==> src/rtl/fetch_ctrl_if.sv <==
// -----------------------------------------------------------------------------
// fetch_ctrl_if
// Groups the control and status signals of the instruction-fetch controller.
//   master : program sequencer side (drives start/stall/branch/halt controls,
//            observes the PC and status)
//   slave  : fetch_ctrl side
// Signals
//   start, start_addr[D]     begin execution at start_addr
//   stall                    hold the current instruction
//   branch_en, branch_abs,   taken branch; absolute target or signed offset
//   target[D]
//   halt                     current instruction is halt
//   prog_ctr[D]              instruction ROM address
//   fetch_valid, done        RUN / HALTED state decodes
//   pc_wrap                  sticky: PC incremented past 2**D-1
//   instr_count[CNT_W]       retired-instruction count (saturating)
// -----------------------------------------------------------------------------
interface fetch_ctrl_if #(
    parameter int D     = 10,
    parameter int CNT_W = 16
);
    logic             start;
    logic [D-1:0]     start_addr;
    logic             stall;
    logic             branch_en;
    logic             branch_abs;
    logic [D-1:0]     target;
    logic             halt;
    logic [D-1:0]     prog_ctr;
    logic             fetch_valid;
    logic             done;
    logic             pc_wrap;
    logic [CNT_W-1:0] instr_count;

    modport master (
        output start, start_addr, stall, branch_en, branch_abs, target, halt,
        input  prog_ctr, fetch_valid, done, pc_wrap, instr_count
    );

    modport slave (
        input  start, start_addr, stall, branch_en, branch_abs, target, halt,
        output prog_ctr, fetch_valid, done, pc_wrap, instr_count
    );
endinterface

==> src/rtl/fetch_ctrl.sv <==
// -----------------------------------------------------------------------------
// fetch_ctrl
// Program-counter sequencer for a 2**D x 9-bit instruction ROM.
// Three states: IDLE (waiting for start), RUN (fetching), HALTED (after halt).
// In RUN the per-cycle priority is stall > halt > branch > increment.
// Ports
//   clk      : clock, rising-edge
//   reset_n  : asynchronous active-low reset
//   bus      : fetch_ctrl_if.slave (controls in, PC/status out)
// -----------------------------------------------------------------------------
module fetch_ctrl #(
    parameter int D     = 10,
    parameter int CNT_W = 16
) (
    input  logic          clk,
    input  logic          reset_n,
    fetch_ctrl_if.slave   bus
);
    typedef enum logic [1:0] {
        IDLE   = 2'd0,
        RUN    = 2'd1,
        HALTED = 2'd2
    } state_t;

    localparam logic [D-1:0]     PC_ONE  = {{(D-1){1'b0}}, 1'b1};
    localparam logic [D-1:0]     PC_LAST = {D{1'b1}};
    localparam logic [CNT_W-1:0] CNT_ONE = {{(CNT_W-1){1'b0}}, 1'b1};
    localparam logic [CNT_W-1:0] CNT_MAX = {CNT_W{1'b1}};

    state_t           state_q, state_d;
    logic [D-1:0]     pc_q, pc_d;
    logic [CNT_W-1:0] cnt_q, cnt_d;
    logic             wrap_q, wrap_d;

    always_ff @(posedge clk or negedge reset_n) begin
        if (!reset_n) begin
            state_q <= IDLE;
            pc_q    <= '0;
            cnt_q   <= '0;
            wrap_q  <= 1'b0;
        end else begin
            state_q <= state_d;
            pc_q    <= pc_d;
            cnt_q   <= cnt_d;
            wrap_q  <= wrap_d;
        end
    end

    always_comb begin
        state_d = state_q;
        pc_d    = pc_q;
        cnt_d   = cnt_q;
        wrap_d  = wrap_q;

        case (state_q)
            IDLE, HALTED: begin
                // Only start is honoured outside RUN; a restart clears the
                // program's statistics.
                if (bus.start) begin
                    state_d = RUN;
                    pc_d    = bus.start_addr;
                    cnt_d   = '0;
                    wrap_d  = 1'b0;
                end
            end
            RUN: begin
                if (!bus.stall) begin
                    // Every non-stalled RUN cycle retires one instruction,
                    // including the halt itself.
                    if (cnt_q != CNT_MAX) begin
                        cnt_d = cnt_q + CNT_ONE;
                    end
                    if (bus.halt) begin
                        state_d = HALTED;
                    end else if (bus.branch_en) begin
                        // Two's-complement offset add wraps modulo 2**D by
                        // truncation; relative branches never touch pc_wrap.
                        pc_d = bus.branch_abs ? bus.target : (pc_q + bus.target);
                    end else begin
                        pc_d = pc_q + PC_ONE;
                        if (pc_q == PC_LAST) begin
                            wrap_d = 1'b1;
                        end
                    end
                end
            end
            default: begin
                state_d = IDLE;
            end
        endcase
    end

    assign bus.prog_ctr    = pc_q;
    assign bus.fetch_valid = (state_q == RUN);
    assign bus.done        = (state_q == HALTED);
    assign bus.pc_wrap     = wrap_q;
    assign bus.instr_count = cnt_q;
endmodule

==> src/flat_wrapper.sv <==
// flat-port wrapper written by rule: the top's interface ports become plain ports
module fetch_ctrl_flat 
#(
    parameter int D     = 10,
    parameter int CNT_W = 16
)
  (clk, reset_n, bus_start, bus_start_addr, bus_stall, bus_branch_en, bus_branch_abs, bus_target, bus_halt, bus_prog_ctr, bus_fetch_valid, bus_done, bus_pc_wrap, bus_instr_count);
  fetch_ctrl_if #(.D(D), .CNT_W(CNT_W)) bus_i ();
  input  logic clk;
  input  logic reset_n;
  input wire logic [$bits(bus_i.start)-1:0] bus_start;
  input wire logic [$bits(bus_i.start_addr)-1:0] bus_start_addr;
  input wire logic [$bits(bus_i.stall)-1:0] bus_stall;
  input wire logic [$bits(bus_i.branch_en)-1:0] bus_branch_en;
  input wire logic [$bits(bus_i.branch_abs)-1:0] bus_branch_abs;
  input wire logic [$bits(bus_i.target)-1:0] bus_target;
  input wire logic [$bits(bus_i.halt)-1:0] bus_halt;
  output wire logic [$bits(bus_i.prog_ctr)-1:0] bus_prog_ctr;
  output wire logic [$bits(bus_i.fetch_valid)-1:0] bus_fetch_valid;
  output wire logic [$bits(bus_i.done)-1:0] bus_done;
  output wire logic [$bits(bus_i.pc_wrap)-1:0] bus_pc_wrap;
  output wire logic [$bits(bus_i.instr_count)-1:0] bus_instr_count;
  assign bus_i.start = bus_start;
  assign bus_i.start_addr = bus_start_addr;
  assign bus_i.stall = bus_stall;
  assign bus_i.branch_en = bus_branch_en;
  assign bus_i.branch_abs = bus_branch_abs;
  assign bus_i.target = bus_target;
  assign bus_i.halt = bus_halt;
  assign bus_prog_ctr = bus_i.prog_ctr;
  assign bus_fetch_valid = bus_i.fetch_valid;
  assign bus_done = bus_i.done;
  assign bus_pc_wrap = bus_i.pc_wrap;
  assign bus_instr_count = bus_i.instr_count;
  fetch_ctrl #(.D(D), .CNT_W(CNT_W)) u_core (.clk(clk), .reset_n(reset_n), .bus(bus_i));
endmodule
==> config.mk <==
export PLATFORM = sky130hd
export DESIGN_NAME = fetch_ctrl_flat
export DESIGN_NICKNAME = d
export VERILOG_FILES = /design/src/rtl/fetch_ctrl_if.sv /design/src/rtl/fetch_ctrl.sv /design/src/flat_wrapper.sv
export SDC_FILE = /design/constraint.sdc
export NUM_CORES = 1
export LEC_CHECK = 0
export CAP_MARGIN = 0
export CORE_ASPECT_RATIO = 1.5
export CORE_MARGIN = 3
export CORE_UTILIZATION = 45
export CTS_BUF_LIST = sky130_fd_sc_hd__clkbuf_2 sky130_fd_sc_hd__clkbuf_4 sky130_fd_sc_hd__clkbuf_8
export DETAILED_ROUTE_END_ITERATION = 6
export GPL_ROUTABILITY_DRIVEN = 0
export PLACE_DENSITY = 0.77
export SLEW_MARGIN = 10
export SYNTH_ARGS = -nofsm -noshare
export SYNTH_HDL_FRONTEND = slang
export SYNTH_SLANG_ARGS = --single-unit
==> constraint.sdc <==
create_clock -name clk -period 2.03 [get_ports clk]
set_input_delay 0.203 -clock clk [delete_from_list [all_inputs] [get_ports clk]]
set_output_delay 0.203 -clock clk [all_outputs]
set_load 0.005 [all_outputs]
==> results of run 1 <==
## cells in the final DEF, fill, tap and decap left out, types with 2 or more instances in the layout
master	Yosys	layout
clkdlybuf4s50_1	0	54
o21ai_0	11	7
inv_1	8	8
nor2b_1	5	5
a211oi_1	6	5
mux2i_1	3	3
clkinv_2	0	2
dfrtp_1	29	28
a21o_1	5	4
a31oi_1	6	5
o21ai_1	0	3
a21oi_1	16	14
o21a_1	2	2
nand2b_1	3	2
xnor2_1	7	7
nor2_1	32	32
buf_4	0	35
o211ai_1	2	2
and4_4	2	2
clkbuf_8	0	5
nor3_1	8	8
and3_1	3	3
nor4_1	3	3
ha_1	11	9
nand4_1	5	5
a22o_1	2	2
nand2_1	23	23
o21bai_1	2	2
a21oi_2	0	2
nand3_1	11	11
xor2_1	16	16
a211oi_4	2	3
o2bb2ai_1	2	2
## final timing paths
check | slack [ns] | depth (start not counted) | to | from
min in group clk | 0.49 | 3 | u_core.bus.prog_ctr[2] | bus_start_addr[2]
max reg2reg | -0.08 | 8 | u_core.bus.prog_ctr[6] | u_core.bus.prog_ctr[0]
max in group asynchronous | 1.44 | 2 | u_core.bus.prog_ctr[1] | reset_n
min | 0.31 | 2 | u_core.bus.instr_count[7] | reset_n
max | -0.08 | 8 | u_core.bus.prog_ctr[6] | u_core.bus.prog_ctr[0]
min reg2reg | 0.54 | 2 | u_core.bus.pc_wrap | u_core.bus.pc_wrap
## where the power goes
part | internal, mW | switching (mW)
Combinational | 1.27 | 1.18
Sequential | 0.719 | 0.163
Clock | 0.250 | 0.228
## synth_stat cells, drive strengths merged (2+ instances only)
| cell type | count |
|---|---|
| a211oi | 8 |
| a21o | 5 |
| a21oi | 16 |
| a22o | 2 |
| a31oi | 6 |
| and3 | 3 |
| and4 | 2 |
| buf | 3 |
| clkbuf | 6 |
| dfrtp | 29 |
| ha | 11 |
| inv | 8 |
| mux2i | 3 |
| nand2 | 23 |
| nand2b | 3 |
| nand3 | 11 |
| nand4 | 5 |
| nor2 | 32 |
| nor2b | 5 |
| nor3 | 9 |
| nor3b | 2 |
| nor4 | 4 |
| o211ai | 2 |
| o21a | 2 |
| o21ai | 11 |
| o21bai | 2 |
| o2bb2ai | 2 |
| xnor2 | 7 |
| xor2 | 16 |
## area by class of cell
type,instances,share of cell area
flip-flops and latches,29,0.224
clock buffers,6,0.0235
repair buffers,90,0.251
multi-input cells,210,0.465
well taps,64,0.0247
clock inverters,2,0.00308
inverters,8,0.00924
## flip-flops by register name (all words and copies together), names as in the netlist
register                count
u_core.bus.pc_wrap          1
u_core.state_q              2
u_core.bus.prog_ctr        10
u_core.bus.instr_count     16
## logic make-up after synthesis
kind of cell             synth area share
XOR/XNOR                           0.0912
AO/OA/AOI/OAI                       0.222
AND/OR/NAND/NOR                     0.236
multiplexers                       0.0187
buffers and inverters              0.0328
flip-flops                          0.328
adder cells (fa/ha/maj)            0.0713
## what timing repair did
action                                  4_1_cts  5_1_grt
setup buffers                                 1        5
gates cloned                                  0        0
pin swaps                                     1        5
endpoints found under the setup margin        5        6
gates resized for setup                       4       15
## layer usage
| layer | up-vias | routed length [µm] | track usage |
|---|---|---|---|
| met5 | - | 0 | 0 |
| met4 | 0 | 207 | 0.0991 |
| met3 | 19 | 207 | 0.0343 |
| met2 | 62 | 3140 | 0.377 |
| met1 | 1051 | 2560 | 0.249 |
| li1 | 1107 | - | - |
==> results.md, run 1 <==
* Gr ovfl total at 0
* Pwr Density at 1170 nW/µm²
* Critical Setup Path Class: reg -> reg
* Library cells used by synthesis at 53
* Die Width at 63.2 µm
* Hold WC Path Type: in -> async
* Final Hold Viols at 0
* Final min period at 2.11 ns
* Critical-path top delay cell: dfrtp_1
* Register area at 727 µm²
* Syn_area_per_cell at 8.63 µm²
* Die ar. at 5800 µm²
* Yosys reg bits at 29
* Pre-antenna DRT Iters at 4
* Leak at 1.37 nW
* Port buffer count at 55
* Slew Limit Fails at 0
* Via count at 2239
* Relative slew slack at 0.626
* Hold_buf cts at 0
* Non-filler cells, final at 409
* Area of placed instances at 3030 µm²
* Fmax at 475 MHz
* Vias/cell at 5.47
* GRT Resource Usage Total at 0.213
* Design Area, Final at 3250 µm²
* WL per Instance at 15.0 µm
* Netlist Area Pre-Place at 2210 µm²
* Worst Skew at 0.00345 ns
* CTS tree: built
* Failing checks: setup timing
* Initial DRC count at 134
* Number of core rows at 30
* Root buffer cell: clkbuf_8
* Synth top area share at 0.328
* Req. time, crit path at 2.24 ns
* Final nets at 383
* Initial core utilization at 0.479
* Layout cells sized above 1 at 0.194
* Post-synth EDFFs at 0
* Sequential area share after synthesis at 0.328
* Measured slew at the worst slew-check pin at 0.559 ns
* Cells after Synth at 256
* Critical path buffers and inverters at 0
* Final hold slack at 0.307 ns
* HPWL Detailed at 4.53 mm
* Antenna-violating nets left at 0
* RSZ-0062 raised after global routing: true
* Async SR Flop Fraction at 1.00
* Synth top area cells: dfrtp_1, xor2_1, ha_1, nor2_1, nand2_1
* Multi-input gate area at 1510 µm²
* Htree depth at 2
* Fin crit share at 1.04
* Initial antenna violation count at 0
* Post-place setup slack at -0.364 ns
* CTS Buf Count at 5
* PnR worst setup slack at -0.0774 ns
* Pin count of the biggest net entering global routing at 30
* Critical-path cell list: ha_2, fa_2, a21o_1, a21o_4, a2111oi_4, a31oi_1, o2111ai_1, o2bb2ai_1
* Status: finished with violations
* CTS sink cnt at 29
* Ys flop type: dfrtp_1
* DRC at 0
* Peak supply drop at 795 µV
* WL final at 6.12 mm
* CP Capture Type: flop
* Synth warn at 0
* Synth Net Count at 295
* Worst-Skew Late Latency at 0.28 ns
* Max incr delay on CP at 0.40 ns
* P&R area growth vs syn at 47.0%
* CTS max path bufs at 2
* Dpl cells at 395
* First-pass GRT wire length at 10.0 mm
* Synth area leader: dfrtp_1
* Fill cell count at 379
* Max-Cap Viols at 0
* WP data arrival at 2.32 ns
* Core area at 4620 µm²
* Clk pin slew, worst setup/hold paths at 0.06 ns
* Setup Viol. Count Final at 2
* Startpoint types: flop
* CP delay by family, top: compound AO/OA/AOI/OAI gates
* I/O pin count at 56
* Ant diodes at 0
* Final core occ at 0.704
* Vias in the first global route at 2229
* Setup_tns at -0.129 ns
* Die height at 91.8 µm
* Worst-path maximum fanout at 4
* Total power at 3.81 mW
Note: power is estimated with default switching activity, not from simulation.
==> inputs of run 2 (changes only) <==
GPL_ROUTABILITY_DRIVEN = default   (was 0)
==> results of run 2 <==
No change in the layout: final DEF, timing and power equal those of run 1.
